--- src/rtl/disp_colr_pkg.sv ---
// Shared constants for the display colour-depth adapter: dither modes and the 4x4 Bayer table.
// Pure constants and a lookup helper; no clocked logic, no backpressure.
package disp_colr_pkg;

    localparam int DITHER_NONE     = 0;
    localparam int DITHER_ORDERED  = 1;
    localparam int DITHER_TEMPORAL = 2;

    // Nibble index is {y, x}; rows y0..y3 are 0 8 2 10 / 12 4 14 6 / 3 11 1 9 / 15 7 13 5.
    localparam logic [63:0] BAYER4 = {
        4'd5,  4'd13, 4'd7,  4'd15,
        4'd9,  4'd1,  4'd11, 4'd3,
        4'd6,  4'd14, 4'd4,  4'd12,
        4'd10, 4'd2,  4'd8,  4'd0
    };

    function automatic logic [3:0] bayer_at(input logic [1:0] x, input logic [1:0] y);
        return BAYER4[{y, x, 2'b00} +: 4];
    endfunction

endpackage

--- src/rtl/disp_colr_adapt_if.sv ---
// Pixel bus into and out of the colour adapter; master is the pipeline side, slave is the adapter.
// Signal bundle only: no latency, one pixel per cycle, no backpressure.
interface disp_colr_adapt_if #(
    parameter int BPC_IN  = 5,
    parameter int BPC_OUT = 8
);
    logic               in_hsync;
    logic               in_vsync;
    logic               in_de;
    logic               in_frame;
    logic [BPC_IN-1:0]  in_r;
    logic [BPC_IN-1:0]  in_g;
    logic [BPC_IN-1:0]  in_b;
    logic               out_hsync;
    logic               out_vsync;
    logic               out_de;
    logic [BPC_OUT-1:0] out_r;
    logic [BPC_OUT-1:0] out_g;
    logic [BPC_OUT-1:0] out_b;

    modport master (
        output in_hsync, in_vsync, in_de, in_frame, in_r, in_g, in_b,
        input  out_hsync, out_vsync, out_de, out_r, out_g, out_b
    );

    modport slave (
        input  in_hsync, in_vsync, in_de, in_frame, in_r, in_g, in_b,
        output out_hsync, out_vsync, out_de, out_r, out_g, out_b
    );
endinterface

--- src/rtl/bayer4_lut.sv ---
// Combinational Bayer threshold scaled to D bits for an (xi, yi) position.
// Zero latency, no backpressure.
module bayer4_lut
    import disp_colr_pkg::*;
#(
    parameter int D = 1
) (
    input  logic [1:0]   xi_i,
    input  logic [1:0]   yi_i,
    output logic [D-1:0] t_o
);

    logic [3:0] b;

    assign b = bayer_at(xi_i, yi_i);

    generate
        if (D <= 4) begin : g_shr
            assign t_o = D'(b >> (4 - D));
        end else begin : g_shl
            assign t_o = D'(b) << (D - 4);
        end
    endgenerate

endmodule

--- src/rtl/disp_colr_adapt.sv ---
// Colour-depth adapter: replicate to widen, truncate with optional ordered/temporal dither to narrow.
// Fixed 2-cycle latency on colour and syncs; no backpressure, one pixel per cycle.
module disp_colr_adapt
    import disp_colr_pkg::*;
#(
    parameter int BPC_IN  = 5,
    parameter int BPC_OUT = 8,
    parameter int DITHER  = 0
) (
    input  logic             clk_pix,
    input  logic             rst_pix_n,
    disp_colr_adapt_if.slave pix_io
);

    localparam bit NARROW   = (BPC_OUT < BPC_IN);
    localparam int D        = NARROW ? (BPC_IN - BPC_OUT) : 0;
    localparam int TW       = NARROW ? D : 1;
    localparam bit USE_T    = NARROW && (DITHER != DITHER_NONE);
    localparam bit TEMPORAL = (DITHER == DITHER_TEMPORAL);

    logic [1:0] xc_q, xc_d;
    logic [1:0] yc_q, yc_d;
    logic [1:0] fc_q, fc_d;
    logic [1:0] xi, yi;
    logic [TW-1:0] t_lut, t_d;

    logic                    hs1_q, vs1_q, de1_q;
    logic [2:0][BPC_IN-1:0]  c1_q;
    logic [TW-1:0]           t1_q;

    logic                    hs2_q, vs2_q, de2_q;
    logic [2:0][BPC_OUT-1:0] cv;
    logic [2:0][BPC_OUT-1:0] c2_q, c2_d;

    // de1_q doubles as the previous-cycle de for detecting the falling edge.
    always_comb begin
        xc_d = pix_io.in_de ? (xc_q + 2'd1) : 2'd0;
        yc_d = yc_q;
        if (pix_io.in_frame) begin
            yc_d = 2'd0;
        end else if (de1_q && !pix_io.in_de) begin
            yc_d = yc_q + 2'd1;
        end
        fc_d = 2'd0;
        if (TEMPORAL) begin
            fc_d = pix_io.in_frame ? (fc_q + 2'd1) : fc_q;
        end
    end

    always_comb begin
        xi = xc_q;
        yi = yc_q;
        if (TEMPORAL) begin
            xi = xc_q + fc_q;
            yi = yc_q + {fc_q[0], fc_q[1]};
        end
    end

    bayer4_lut #(.D(TW)) u_lut (
        .xi_i (xi),
        .yi_i (yi),
        .t_o  (t_lut)
    );

    assign t_d = USE_T ? t_lut : '0;

    always_ff @(posedge clk_pix) begin
        if (!rst_pix_n) begin
            xc_q  <= '0;
            yc_q  <= '0;
            fc_q  <= '0;
            hs1_q <= 1'b0;
            vs1_q <= 1'b0;
            de1_q <= 1'b0;
            c1_q  <= '0;
            t1_q  <= '0;
        end else begin
            xc_q  <= xc_d;
            yc_q  <= yc_d;
            fc_q  <= fc_d;
            hs1_q <= pix_io.in_hsync;
            vs1_q <= pix_io.in_vsync;
            de1_q <= pix_io.in_de;
            c1_q  <= {pix_io.in_b, pix_io.in_g, pix_io.in_r};
            t1_q  <= t_d;
        end
    end

    generate
        if (!NARROW) begin : g_widen
            logic unused_t;
            assign unused_t = ^t1_q;
            for (genvar ch = 0; ch < 3; ch++) begin : g_ch
                for (genvar k = 0; k < BPC_OUT; k++) begin : g_bit
                    assign cv[ch][BPC_OUT-1-k] = c1_q[ch][BPC_IN-1-(k % BPC_IN)];
                end
            end
        end else begin : g_narrow
            // Sum carries one extra bit so a dithered full-scale input saturates instead of wrapping.
            localparam logic [BPC_IN:0] SAT = (BPC_IN + 1)'((1 << BPC_OUT) - 1);
            for (genvar ch = 0; ch < 3; ch++) begin : g_ch
                logic [BPC_IN:0] s, sh;
                assign s     = {1'b0, c1_q[ch]} + (BPC_IN + 1)'(t1_q);
                assign sh    = s >> D;
                assign cv[ch] = (sh > SAT) ? {BPC_OUT{1'b1}} : sh[BPC_OUT-1:0];
            end
        end
    endgenerate

    assign c2_d = de1_q ? cv : '0;

    always_ff @(posedge clk_pix) begin
        if (!rst_pix_n) begin
            hs2_q <= 1'b0;
            vs2_q <= 1'b0;
            de2_q <= 1'b0;
            c2_q  <= '0;
        end else begin
            hs2_q <= hs1_q;
            vs2_q <= vs1_q;
            de2_q <= de1_q;
            c2_q  <= c2_d;
        end
    end

    assign pix_io.out_hsync = hs2_q;
    assign pix_io.out_vsync = vs2_q;
    assign pix_io.out_de    = de2_q;
    assign pix_io.out_r     = c2_q[0];
    assign pix_io.out_g     = c2_q[1];
    assign pix_io.out_b     = c2_q[2];

endmodule
--- src/flat_wrapper.sv ---
// flat-port wrapper written by rule: the top's interface ports become plain ports
module disp_colr_adapt_flat import disp_colr_pkg::*;
#(
    parameter int BPC_IN  = 5,
    parameter int BPC_OUT = 8,
    parameter int DITHER  = 0
)
  (clk_pix, rst_pix_n, pix_io_in_hsync, pix_io_in_vsync, pix_io_in_de, pix_io_in_frame, pix_io_in_r, pix_io_in_g, pix_io_in_b, pix_io_out_hsync, pix_io_out_vsync, pix_io_out_de, pix_io_out_r, pix_io_out_g, pix_io_out_b);
  disp_colr_adapt_if #(.BPC_IN(BPC_IN), .BPC_OUT(BPC_OUT)) pix_io_i ();
  input  logic clk_pix;
  input  logic rst_pix_n;
  input wire logic [$bits(pix_io_i.in_hsync)-1:0] pix_io_in_hsync;
  input wire logic [$bits(pix_io_i.in_vsync)-1:0] pix_io_in_vsync;
  input wire logic [$bits(pix_io_i.in_de)-1:0] pix_io_in_de;
  input wire logic [$bits(pix_io_i.in_frame)-1:0] pix_io_in_frame;
  input wire logic [$bits(pix_io_i.in_r)-1:0] pix_io_in_r;
  input wire logic [$bits(pix_io_i.in_g)-1:0] pix_io_in_g;
  input wire logic [$bits(pix_io_i.in_b)-1:0] pix_io_in_b;
  output wire logic [$bits(pix_io_i.out_hsync)-1:0] pix_io_out_hsync;
  output wire logic [$bits(pix_io_i.out_vsync)-1:0] pix_io_out_vsync;
  output wire logic [$bits(pix_io_i.out_de)-1:0] pix_io_out_de;
  output wire logic [$bits(pix_io_i.out_r)-1:0] pix_io_out_r;
  output wire logic [$bits(pix_io_i.out_g)-1:0] pix_io_out_g;
  output wire logic [$bits(pix_io_i.out_b)-1:0] pix_io_out_b;
  assign pix_io_i.in_hsync = pix_io_in_hsync;
  assign pix_io_i.in_vsync = pix_io_in_vsync;
  assign pix_io_i.in_de = pix_io_in_de;
  assign pix_io_i.in_frame = pix_io_in_frame;
  assign pix_io_i.in_r = pix_io_in_r;
  assign pix_io_i.in_g = pix_io_in_g;
  assign pix_io_i.in_b = pix_io_in_b;
  assign pix_io_out_hsync = pix_io_i.out_hsync;
  assign pix_io_out_vsync = pix_io_i.out_vsync;
  assign pix_io_out_de = pix_io_i.out_de;
  assign pix_io_out_r = pix_io_i.out_r;
  assign pix_io_out_g = pix_io_i.out_g;
  assign pix_io_out_b = pix_io_i.out_b;
  disp_colr_adapt #(.BPC_IN(BPC_IN), .BPC_OUT(BPC_OUT), .DITHER(DITHER)) u_core (.clk_pix(clk_pix), .rst_pix_n(rst_pix_n), .pix_io(pix_io_i));
endmodule
--- config.mk ---
export PLATFORM = sky130hd
export DESIGN_NAME = disp_colr_adapt_flat
export DESIGN_NICKNAME = d
export VERILOG_FILES = /design/src/rtl/disp_colr_pkg.sv /design/src/rtl/disp_colr_adapt_if.sv /design/src/rtl/bayer4_lut.sv /design/src/rtl/disp_colr_adapt.sv /design/src/flat_wrapper.sv
export SDC_FILE = /design/constraint.sdc
export NUM_CORES = 1
export LEC_CHECK = 0
export CAP_MARGIN = 20
export CORE_MARGIN = 2
export CORE_UTILIZATION = 42
export CTS_BUF_LIST = sky130_fd_sc_hd__clkbuf_2
export DETAILED_ROUTE_END_ITERATION = 7
export PLACE_DENSITY = 0.79
export SYNTH_ARGS = -nofsm -noshare
export SYNTH_HDL_FRONTEND = slang
export SYNTH_SLANG_ARGS = --single-unit
--- constraint.sdc ---
create_clock -name clk_pix -period 0.8 [get_ports clk_pix]
set_input_delay 0.16 -clock clk_pix [delete_from_list [all_inputs] [get_ports clk_pix]]
set_output_delay 0.16 -clock clk_pix [all_outputs]
set_load 0.01 [all_outputs]
==> flow_summary_export.csv, run 1 <==
group,metric,value,unit
status,violations,"negative setup slack",
synthesis,ys_types,7,
synthesis,synthArstFlopShare,0,
clocking,cts_max_path_buffers,2,
floorplanning,initial_core_util,0.435,
clocking,clk_pin_slew,0.15,ns
critical_path,slowest_delay,0.38,ns
grt,antenna_found_initial,0,
timing,fin_skew,0.0100,ns
timing,finalCritPeriodShare,1.23,
routing,ant_nets,0,
routing,wire_per_inst,10.7,µm
status,status,"finished with violations",
critical_path,required,0.64,ns
grt,grtUsageTotal,0.130,
floorplanning,dieArea,0.00296,mm²
routing,first_pass_iters,2,
floorplanning,die_y,54.4,µm
floorplanning,io_pins,48,
timing,worst_slack,-0.182,ns
clocking,clk_latency,0.35,ns
layout,area_delta_synth_final,37.0,%
clocking,htree_levels,2,
place,dpl_cell_area,0.00150,mm²
job,cap_violations,0,
synthesis,netlist_instances,85,
layout,fin_nets,147,
min_path,hold_start,"pix_io_in_r[0]",
place,place_hpwl,1240,µm
critical_path,r2r_setup_slack,0.06,ns
synthesis,synth.largest_area_cell,"dfxtp_1",
timing,slew_headroom,0.858,
place,gp_congestion,0.625,
timing,tns,-4.55,ns
critical_path,worstSetupPathDepth,1,
grt,grt_max_degree,37,
critical_path,crit_family,"flip-flops",
routing,drt-initial-drc-count,3,
place,dpl.cell_count,149,
power_and_ir_drop,peakVddDrop,1.29,mV
critical_path,r2r-end,"u_core.pix_io.out_r[4]",
routing,vias_per_cell,4.29,
power_and_ir_drop,power,2.79,mW
critical_path,path_class,"register to output port",
floorplanning,die_x,54.4,µm
timing,tightest_slew,0.213,ns
layout,final_cell_area,0.00146,mm²
grt,grt_pass1_vias,591,
synthesis,ys.flop_type,"dfxtp_1",
clocking,cts_made_buffers,5,
critical_path,timing.rr.start,"u_core.de1_q",
synthesis,synth_edf_count,0,
min_path,hold_path_end,"u_core.c1_q[0]",
power_and_ir_drop,p_per_area,1900,mW/mm²
critical_path,r2r_cells,1,
grt,grt_pass1_wl,2580,µm
place,io_buffers,46,
clocking,root_buffer,"clkbuf_2",
routing,drt-total-wl,1670,µm
synthesis,yosysWarnings,0,
timing,setup_viol_count_final,27,
routing,drcViolationCount,0,
floorplanning,placementRows,18,
clocking,hold_buffers,0,
layout,insertedDiodeCount,0,
critical_path,end_kind,"output port",
synthesis,yosysSeqAreaShare,0.674,
layout,drive_gt1_frac,0.556,
critical_path,cp.arrival,0.82,ns
synthesis,syn_avg_cell_area,12.6,µm²
timing,finalHoldViolCount,0,
grt,grt_overflow,0,
floorplanning,core_area,0.00245,mm²
timing,min_period,0.982,ns
critical_path,path_buf_inv,1,
timing,max_freq,1.02,GHz
clocking,cts_tree,"built",
routing,num_vias,670,
critical_path,critPathMaxFanout,2,
synthesis,yosysMostFrequentCell,"dfxtp_1",
synthesis,synth_top_area_share,0.674,
timing,hold_slack,0.372,ns
min_path,hold_class,"primary input to register",
synthesis,synth_common_cells,"36 x dfxtp_1, 20 x and2_2, 10 x buf_4",
synthesis,synth_area_leaders,"dfxtp_1 67%, and2_2 14%, buf_4 7.0%, and3_1 5.3%, and3_2 4.2%",
power_and_ir_drop,power.leakage,0.719,nW
layout,stdcell_count,156,
timing,rsz0062_at_grt,"yes",
synthesis,synth-seq-cells,36,
synthesis,syn_nets,106,
min_path,hold_path_depth,2,
critical_path,cp_slowest_cell,"dfxtp_2",
critical_path,cp-start-kind,"register",
synthesis,synth_area,0.00107,mm²
clocking,clkSinkCount,36,
timing,finalMaxSlewViolations,0,
critical_path,path_cells,"buf_6",
==> flip-flops by register name, indices dropped and copies added, names as in the netlist, 5 cells and up <==
signal,flops
u_core.c1_q,15
u_core.pix_io.out_b,5
u_core.pix_io.out_g,5
u_core.pix_io.out_r,5
==> cell families (layout without fill, tap and decap cells) <==
group / Yosys count / in the layout / share of synthesized area
buf+inv: 13 / 54 / 0.0843
flops: 36 / 36 / 0.674
simple gates: 36 / 36 / 0.241
==> where the power goes <==
group          total (mW)  switching, mW  internal, mW
combinational       0.222         0.0642         0.158
clock               0.679          0.498         0.180
sequential           1.88         0.0235          1.86
total                2.79          0.586          2.20
==> metal layers <==
layer,vias up,GRT usage,routed length [µm]
met3,7,0.0546,137
li1,341,-,-
met1,293,0.145,661
met5,-,0,0
met4,0,0.100,44
met2,29,0.195,830
==> worst max path at each step <==
stage / from / endpoint
floorplan: u_core.de1_q / u_core.pix_io.out_de
CTS: u_core.pix_io.out_b[5] / pix_io_out_b[5]
detailed placement: rst_pix_n / u_core.pix_io.out_r[4]
global placement: rst_pix_n / u_core.pix_io.out_r[3]
global route: u_core.pix_io.out_b[2] / pix_io_out_b[7]
finish: u_core.pix_io.out_b[2] / pix_io_out_b[7]
==> area by class of cell <==
cell class / instances / area, µm²
Fill cell: 216 / 991
Sequential cell: 36 / 734
Timing Repair Buffer: 47 / 402
Clock inverter: 2 / 7.51
Multi-Input combinational cell: 36 / 258
Tap cell: 30 / 37.5
Clock buffer: 5 / 25.0
==> cell usage in the layout (no fill, tap or decap) <==
master           Yosys  routed
dfxtp_2              0      11
and3_2               6       6
and2_2              20      20
buf_12               0       1
clkbuf_2             3       5
clkdlybuf4s50_1      0      19
buf_6                0       9
buf_2                0      18
dfxtp_1             36      25
and3_1               9       9
and2_1               1       1
clkinv_1             0       2
==> repair_timing <==
item,in CTS,in global routing
buffers inserted,0,0
resized for setup,122,6
setup endpoints to repair,43,27
==> through the flow <==
step | setup WS, ns | utilization
6_report | -0.182 | 0.596
5_1_grt | -0.242 | 0.596
4_1_cts | -0.201 | 0.581
3_5_place_dp | -0.279 | 0.610
3_3_place_gp | -0.261 | 0.610
2_1_floorplan | 0.0491 | -
Power figures use the tool's default switching activity.
==> run 2, diff against run 1 <==
--- a/config.mk
+++ b/config.mk
@@ -9,6 +9,7 @@
 export CORE_MARGIN = 2
 export CORE_UTILIZATION = 42
 export CTS_BUF_LIST = sky130_fd_sc_hd__clkbuf_2
+export CTS_CLUSTER_SIZE = 30
 export DETAILED_ROUTE_END_ITERATION = 7
 export PLACE_DENSITY = 0.79
 export SYNTH_ARGS = -nofsm -noshare
==> results of run 2 <==
Final layout, timing and power as in run 1 (identical DEF).
